==> config.mk <==
export PLATFORM = sky130hd
export DESIGN_NAME = wb_bus_arbiter
export DESIGN_NICKNAME = d
export VERILOG_FILES = /design/src/rtl/wb_bus_arbiter.sv
export SDC_FILE = /design/constraint.sdc
export NUM_CORES = 1
export LEC_CHECK = 0
export BUFFER_PORTS_ARGS = -buffer_cell sky130_fd_sc_hd__buf_2
export CORE_AREA = 4 4 107 109
export CTS_CLUSTER_DIAMETER = 120
export DETAILED_ROUTE_END_ITERATION = 10
export DIE_AREA = 0 0 111 113
export MAX_ROUTING_LAYER = met4
export PLACE_DENSITY = 0.65
export SLEW_MARGIN = 20
export SYNTH_ARGS = -nofsm -noshare
export SYNTH_HDL_FRONTEND = slang
export SYNTH_SLANG_ARGS = --single-unit
==> constraint.sdc <==
create_clock -name clk -period 4.4 [get_ports clk]
set_input_delay 0.22 -clock clk [delete_from_list [all_inputs] [get_ports clk]]
set_output_delay 0.22 -clock clk [all_outputs]
set_load 0.01 [all_outputs]
==> src/rtl/wb_bus_arbiter.sv <==
// Two-to-one round-robin Wishbone arbiter with a response watchdog.
// Shares one Wishbone master port between the instruction-fetch bus (ibus)
// and the load/store bus (dbus). A grant is held for a whole transaction.
// One idle cycle always separates consecutive grants.
module wb_bus_arbiter #(
    parameter int unsigned TIMEOUT = 255,
    parameter int unsigned TO_W    = 8
) (
    input  logic        clk,
    input  logic        reset,
    input  logic [29:0] ibus_adr,
    input  logic [3:0]  ibus_sel,
    input  logic        ibus_cyc,
    input  logic        ibus_stb,
    output logic [31:0] ibus_dat_miso,
    output logic        ibus_ack,
    output logic        ibus_err,
    input  logic [29:0] dbus_adr,
    input  logic [31:0] dbus_dat_mosi,
    input  logic [3:0]  dbus_sel,
    input  logic        dbus_cyc,
    input  logic        dbus_stb,
    input  logic        dbus_we,
    output logic [31:0] dbus_dat_miso,
    output logic        dbus_ack,
    output logic        dbus_err,
    output logic [29:0] wb_adr,
    output logic [31:0] wb_dat_mosi,
    output logic [3:0]  wb_sel,
    output logic        wb_cyc,
    output logic        wb_stb,
    output logic        wb_we,
    input  logic [31:0] wb_dat_miso,
    input  logic        wb_ack,
    input  logic        wb_err,
    output logic        timeout_o
);

    typedef enum logic [1:0] {
        ST_IDLE  = 2'd0,
        ST_GNT_I = 2'd1,
        ST_GNT_D = 2'd2
    } state_e;

    // Watchdog is disabled entirely when TIMEOUT is zero.
    localparam bit            WD_EN   = (TIMEOUT != 32'd0);
    localparam logic [TO_W-1:0] TO_LAST = WD_EN ? TO_W'(TIMEOUT - 32'd1) : {TO_W{1'b0}};

    state_e          state_q, state_d;
    logic            last_q, last_d;       // 0 = ibus served last, 1 = dbus
    logic [TO_W-1:0] to_cnt_q, to_cnt_d;
    logic            timeout_q, timeout_d;

    logic ireq_s, dreq_s;
    logic gnt_i_s, gnt_d_s;
    logic resp_s, abort_s, fire_s;

    assign ireq_s  = ibus_cyc & ibus_stb;
    assign dreq_s  = dbus_cyc & dbus_stb;
    assign gnt_i_s = (state_q == ST_GNT_I);
    assign gnt_d_s = (state_q == ST_GNT_D);
    assign resp_s  = wb_ack | wb_err;
    // Granted master withdrawing its cycle ends the transaction without a response.
    assign abort_s = (gnt_i_s & ~ibus_cyc) | (gnt_d_s & ~dbus_cyc);
    // A slave response in the final cycle wins over the watchdog.
    assign fire_s  = WD_EN & (gnt_i_s | gnt_d_s) & (to_cnt_q == TO_LAST) & ~resp_s;

    assign timeout_o = timeout_q;

    // State register: grant state, round-robin pointer, watchdog counter and timeout pulse.
    always_ff @(posedge clk or posedge reset) begin
        if (reset) begin
            state_q   <= ST_IDLE;
            last_q    <= 1'b1;
            to_cnt_q  <= {TO_W{1'b0}};
            timeout_q <= 1'b0;
        end else begin
            state_q   <= state_d;
            last_q    <= last_d;
            to_cnt_q  <= to_cnt_d;
            timeout_q <= timeout_d;
        end
    end

    // Next-state logic: round-robin arbitration in IDLE, termination and watchdog counting in a grant.
    always_comb begin
        state_d   = state_q;
        last_d    = last_q;
        to_cnt_d  = to_cnt_q;
        timeout_d = fire_s;
        case (state_q)
            ST_IDLE: begin
                if (ireq_s && dreq_s) begin
                    state_d  = last_q ? ST_GNT_I : ST_GNT_D;
                    to_cnt_d = {TO_W{1'b0}};
                end else if (ireq_s) begin
                    state_d  = ST_GNT_I;
                    to_cnt_d = {TO_W{1'b0}};
                end else if (dreq_s) begin
                    state_d  = ST_GNT_D;
                    to_cnt_d = {TO_W{1'b0}};
                end else begin
                    state_d  = ST_IDLE;
                end
            end
            ST_GNT_I: begin
                if (resp_s || abort_s || fire_s) begin
                    state_d = ST_IDLE;
                    last_d  = 1'b0;
                end else begin
                    to_cnt_d = to_cnt_q + TO_W'(1);
                end
            end
            ST_GNT_D: begin
                if (resp_s || abort_s || fire_s) begin
                    state_d = ST_IDLE;
                    last_d  = 1'b1;
                end else begin
                    to_cnt_d = to_cnt_q + TO_W'(1);
                end
            end
            default: begin
                state_d  = ST_IDLE;
                last_d   = 1'b1;
                to_cnt_d = {TO_W{1'b0}};
            end
        endcase
    end

    // Output logic: route the granted master onto the shared bus and steer responses back to it.
    always_comb begin
        wb_adr        = 30'd0;
        wb_dat_mosi   = 32'd0;
        wb_sel        = 4'd0;
        wb_cyc        = 1'b0;
        wb_stb        = 1'b0;
        wb_we         = 1'b0;
        ibus_dat_miso = wb_dat_miso;
        dbus_dat_miso = wb_dat_miso;
        ibus_ack      = 1'b0;
        ibus_err      = 1'b0;
        dbus_ack      = 1'b0;
        dbus_err      = 1'b0;
        case (state_q)
            ST_GNT_I: begin
                wb_adr   = ibus_adr;
                wb_sel   = ibus_sel;
                wb_cyc   = ibus_cyc;
                wb_stb   = ibus_stb;
                ibus_ack = wb_ack;
                ibus_err = wb_err | fire_s;
            end
            ST_GNT_D: begin
                wb_adr      = dbus_adr;
                wb_dat_mosi = dbus_dat_mosi;
                wb_sel      = dbus_sel;
                wb_cyc      = dbus_cyc;
                wb_stb      = dbus_stb;
                wb_we       = dbus_we;
                dbus_ack    = wb_ack;
                dbus_err    = wb_err | fire_s;
            end
            default: begin
                wb_cyc = 1'b0;
            end
        endcase
    end

endmodule

Word level (Yosys, flattened, before mapping). Index checks and enable logic that the tools add are counted.

Bitwise logic cells: 14. Reductions and logical operators: 7. Equality and inequality tests: 8. Muxes and demuxes: 24. Add/subtract/negate cells: 1.

Operator list (count): $pmux W30 S2 (1); $mux W32 (1); $mux W8 (4); $pmux W8 S2 (1); $mux W2 (5); $add A8 B1 Y8 const B (1); $eq A8 B8 Y1 const B (1); $pmux W4 S2 (1); $mux W1 (7); $and A1 B1 Y1 (6); $ne A2 B1 Y1 const B (3); $ne A4 B4 Y1 const B (1); $not A1 Y1 (4); $or A1 B1 Y1 (4); $pmux W1 S2 (2); $pmux W2 S2 (1); $pmux W1 S3 (1); $reduce_and A3 Y1 (1); $eq A2 B1 Y1 const B (1); $eq A2 B2 Y1 const B (1); $logic_not A2 Y1 (1); $logic_or A1 B1 Y1 (2); $ne A2 B2 Y1 const B (1); $reduce_and A2 Y1 (1); 2 further kinds (2).

Bits of input ports: 141. Register bits after elaboration: 12. Output and inout port bits: 138. Logic and storage cells: 58.

Longest topological paths before layout.
Word-level depth: 7. Gate-level depth with buffers: 9. Gate-level depth less buffers: 7.

Worst setup path after synthesis. No wires, ideal clock.

Path type: register -> register. Start: register state_q[0]. End: register to_cnt_q[4]. Buffers on the path: 2. Stages on the path, launching flop included: 10. Setup slack: 2.508 ns. Setup time: 0.067 ns. Required time: 4.333 ns. Data arrival time: 1.826 ns. Path through: dfrtp_1 > inv_1 > ha_1 > buf_6 > and2_4 > nand4_2 > nand4_2 > buf_6 > or4_1 > nand2_1.

Cells in the longest elaborated chain, start to end: 7. Elaborated cells between the ends (all ways): 16. Those cells by class: eq/ne (4); mux (1); bitwise (6); reduce/logical (5).

RTL lines: start: declaration (RTL line 49) `state_e state_q, state_d;`; start signal: assignment (RTL line 78) `state_q <= state_d;`; $eq A2 B1 Y1 / $eq A2 B2 Y1 (equally long branches) (RTL line 60, 91, 61); $or A1 B1 Y1 / $and A1 B1 Y1 (equally long branches) (RTL line 66, 64); $and A1 B1 Y1 / $or A1 B1 Y1 (equally long branches) (RTL line 66, 64); $and A1 B1 Y1 / $logic_or A1 B1 Y1 (equally long branches) (RTL line 66, 107, 115); $logic_or A1 B1 Y1 (RTL line 107, 115); $ne A2 B2 Y1 (no source line); $reduce_and A2 Y1 (no source line); end signal: assignment (RTL line 75) `to_cnt_q <= {TO_W{1'b0}};`; end signal: assignment (RTL line 80) `to_cnt_q <= to_cnt_d;`; end: declaration (RTL line 51) `logic [TO_W-1:0] to_cnt_q, to_cnt_d;`.

Parallel ways exist; a longest one is shown, timed or not. A chain may end at the register's enable or synchronous reset.

Worst setup path in the final report.
Start: register state_q[1]. End: output ibus_err.

Cells in the longest elaborated chain, start to end: 6. Elaborated cells between the ends (all ways): 7. Those cells by class: eq/ne (2); mux (1); bitwise (4).

RTL lines: $eq A2 B1 Y1 / $eq A2 B2 Y1 (equally long branches) (RTL line 60, 144, 61); $or A1 B1 Y1 (RTL line 66) `assign fire_s = WD_EN & (gnt_i_s | gnt_d_s) & (to_cnt_q == TO_LAST) & ~resp_s;`; $and A1 B1 Y1 (2 in a row) (RTL line 66); $or A1 B1 Y1 (RTL line 151) `ibus_err = wb_err | fire_s;`; $mux W1 (*) (RTL line 144) `case (state_q)`; end: declaration (RTL line 17) `output logic ibus_err,`.

Every way passes the cells marked *; elsewhere a longest branch is shown, timed or not.

==> results_dict.tcl <==
set metrics [dict create \
    dr.first_iter.drc_count 187 \
    cp-end-kind "output port" \
    wl_met3_um 798 \
    syn_nets 418 \
    dp.cells 512 \
    synth_top_area_cell "buf_4" \
    tightestPinTransition_ns 0.658 \
    drc 0 \
    die-area_mm2 0.0125 \
    grt_overflow_total 0 \
    dp_hpwl_um 6040 \
    rsz0062_at_grt "no" \
    skew_ns 0.00565 \
    yosysUniqueCellTypes 34 \
    r2r.worst_path.cells 8 \
    vias 2240 \
    yosys-top-cells-count "65 x buf_4, 37 x nor2b_1, 36 x a22oi_1" \
    top_layer_used "met4" \
    netlist_instances 272 \
    min_to "timeout_o" \
    wirelength_um 7390 \
    setup_viol 0 \
    p_per_area_mw_per_mm2 210 \
    yosysMostFrequentCell "buf_4" \
    ys_ff_latch 12 \
    dr_wl_met2_um 3900 \
    insertion_delay_ns 0.25 \
    slew_viol_final 0 \
    period_share_pct 53.4 \
    vdd_drop_max_v 0.0000778 \
    cts.sinks 12 \
    die_y_um 113 \
    cts_tree "yes" \
    synth_top_area_share_pct 23.8 \
    crit_path_top_delay_cell "dfrtp_1" \
    gp_congestion 0.852 \
    path_clk_slew_ns 0.06 \
    synthesis.area_mm2 0.00205 \
    root_buffer "clkbuf_8" \
    dr.pass1.iters 4 \
    drv_cap 0 \
    drive_above_1_share_pct 51.2 \
    crit_family "simple AND/OR/NAND/NOR gates" \
    final_area_mm2 0.00266 \
    place_area_mm2 0.00258 \
    cp.arrival_ns 2.13 \
    holdCritPathClass "primary input to flop" \
    fmax_mhz 426 \
    cp_num_buf_inv 3 \
    area_growth_pct 29.6 \
    synth_flop_cell "dfrtp_1" \
    tns_ns 0 \
    rr_endpoint "to_cnt_q[4]" \
    reg2reg_slack_ns 2.14 \
    p_leak_nw 1.40 \
    core_area_mm2 0.0106 \
    synth-async-reset-ratio_pct 100 \
    r2r_start "state_q[0]" \
    drt-met1-wl_um 2640 \
    yosysWarnings 0 \
    crit_chain "inv_1, ha_1, buf_4, and2_4, nand4_2, nor2_1, o21a_1, buf_2" \
    via_per_inst 4.32 \
    antenna_found_initial 1 \
    wire_per_inst_um 14.3 \
    final_core_util_pct 25.0 \
    htreeDepth 1 \
    slew_headroom_pct 56.2 \
    drtAntennaViolNets 0 \
    start_util_pct 19.3 \
    fin_cells 518 \
    final_nets 524 \
    ios 279 \
    period_minus_slack_ns 2.35 \
    crit_fanout 46 \
    num_rows 38 \
    synth_area_leaders "buf_4 24%, dfrtp_1 13%, a22oi_1 13%" \
    final-hold-violation-count 0 \
    cp-start-kind "flop" \
    track_usage_pct 11.0 \
    synth_edf_count 0 \
    avgSynthCellArea_um2 7.53 \
    hold_start "wb_ack" \
    ys_seq_area_share_pct 14.7 \
    whs_path_depth 2 \
    grt_pass1_wl_um 11400 \
    portBuffers 182 \
    grt_max_degree 74 \
    required_ns 4.18 \
    cts_buffers 3 \
    cpPeakStageDelay_ns 0.39 \
    die_w_um 111 \
    outcome "finished clean" \
    grt_pass1_vias 2229 \
    clock_path_buffers 2 \
    crit_type "flop to output port" \
]
layer usage:
layer	global-route usage (%)	up-vias
met1	10.9	1028
met2	20.8	120
met4	1.89	0
met3	4.39	7
li1	-	1085
met5	-	-
kinds of logic after synthesis:
group                      Yosys count  synth area share, %
adders and majority gates            5                 3.05
AOI/OAI and AO/OA                   53                 19.5
buffers and inverters               90                 29.1
and+or+nand+nor                    110                 32.6
muxes                                2                0.977
DFF                                 12                 14.7
worst max-delay path by stage:
stage,start,depth (start not counted),end,slack (ns)
floorplan,state_q[0],9,to_cnt_q[4],2.51
global placement,state_q[0],6,last_q,2.16
detailed placement,state_q[0],6,last_q,2.02
CTS,state_q[0],5,wb_adr[9],1.82
global route,state_q[1],8,ibus_err,1.85
finish,state_q[1],8,ibus_err,2.05
stage by stage:
step           power (mW)  hold WS [ns]  setup slack (ns)
6_report            0.558         0.175              2.05
5_1_grt             0.604         0.175              1.85
4_1_cts             0.566         0.170              1.82
3_5_place_dp        0.438         0.266              2.02
3_3_place_gp        0.429         0.256              2.16
2_1_floorplan       0.377        0.0840              2.51
final cells by class:
| cell class | count | area [um2] |
|---|---|---|
| sequential | 12 | 302 |
| timing repair buffer | 185 | 936 |
| fill | 1154 | 7950 |
| clock buffer | 4 | 55.1 |
| multi-input combinational | 170 | 1160 |
| inverter | 6 | 22.5 |
| antenna | 1 | 2.50 |
| tap | 140 | 175 |
power breakdown:
group | leakage, nW | internal, mW | switching, mW
registers | 0.163 | 0.122 | 0.00701
logic | 1.21 | 0.141 | 0.165
clock network | 0.0288 | 0.0792 | 0.0446
flip-flops by register name (all words and copies together), names as in the netlist:
register,flops
state_q,2
timeout_o,1
last_q,1
to_cnt_q,8
cells in the final DEF, fill, tap and decap left out, drive strengths merged, types with 3 or more instances in the layout:
cell type,netlist,layout
ha,5,5
clkbuf,13,4
nand4,6,6
o311ai,3,3
dfrtp,11,11
nand2,10,10
inv,6,6
buf,71,184
a22oi,36,36
nor2b,37,37
nand2b,3,3
nand3,8,8
o211ai,3,3
and2,36,36
nor2,3,3
timing repair:
item / in CTS / in global routing
hold buffers: 1 / 0
buffers inserted: 0 / 0
hold endpoints to repair: 3 / 0
gates resized for setup: 0 / 0
endpoints found under the setup margin: 0 / 0
No activity file was read; power rests on OpenSTA's default activity.
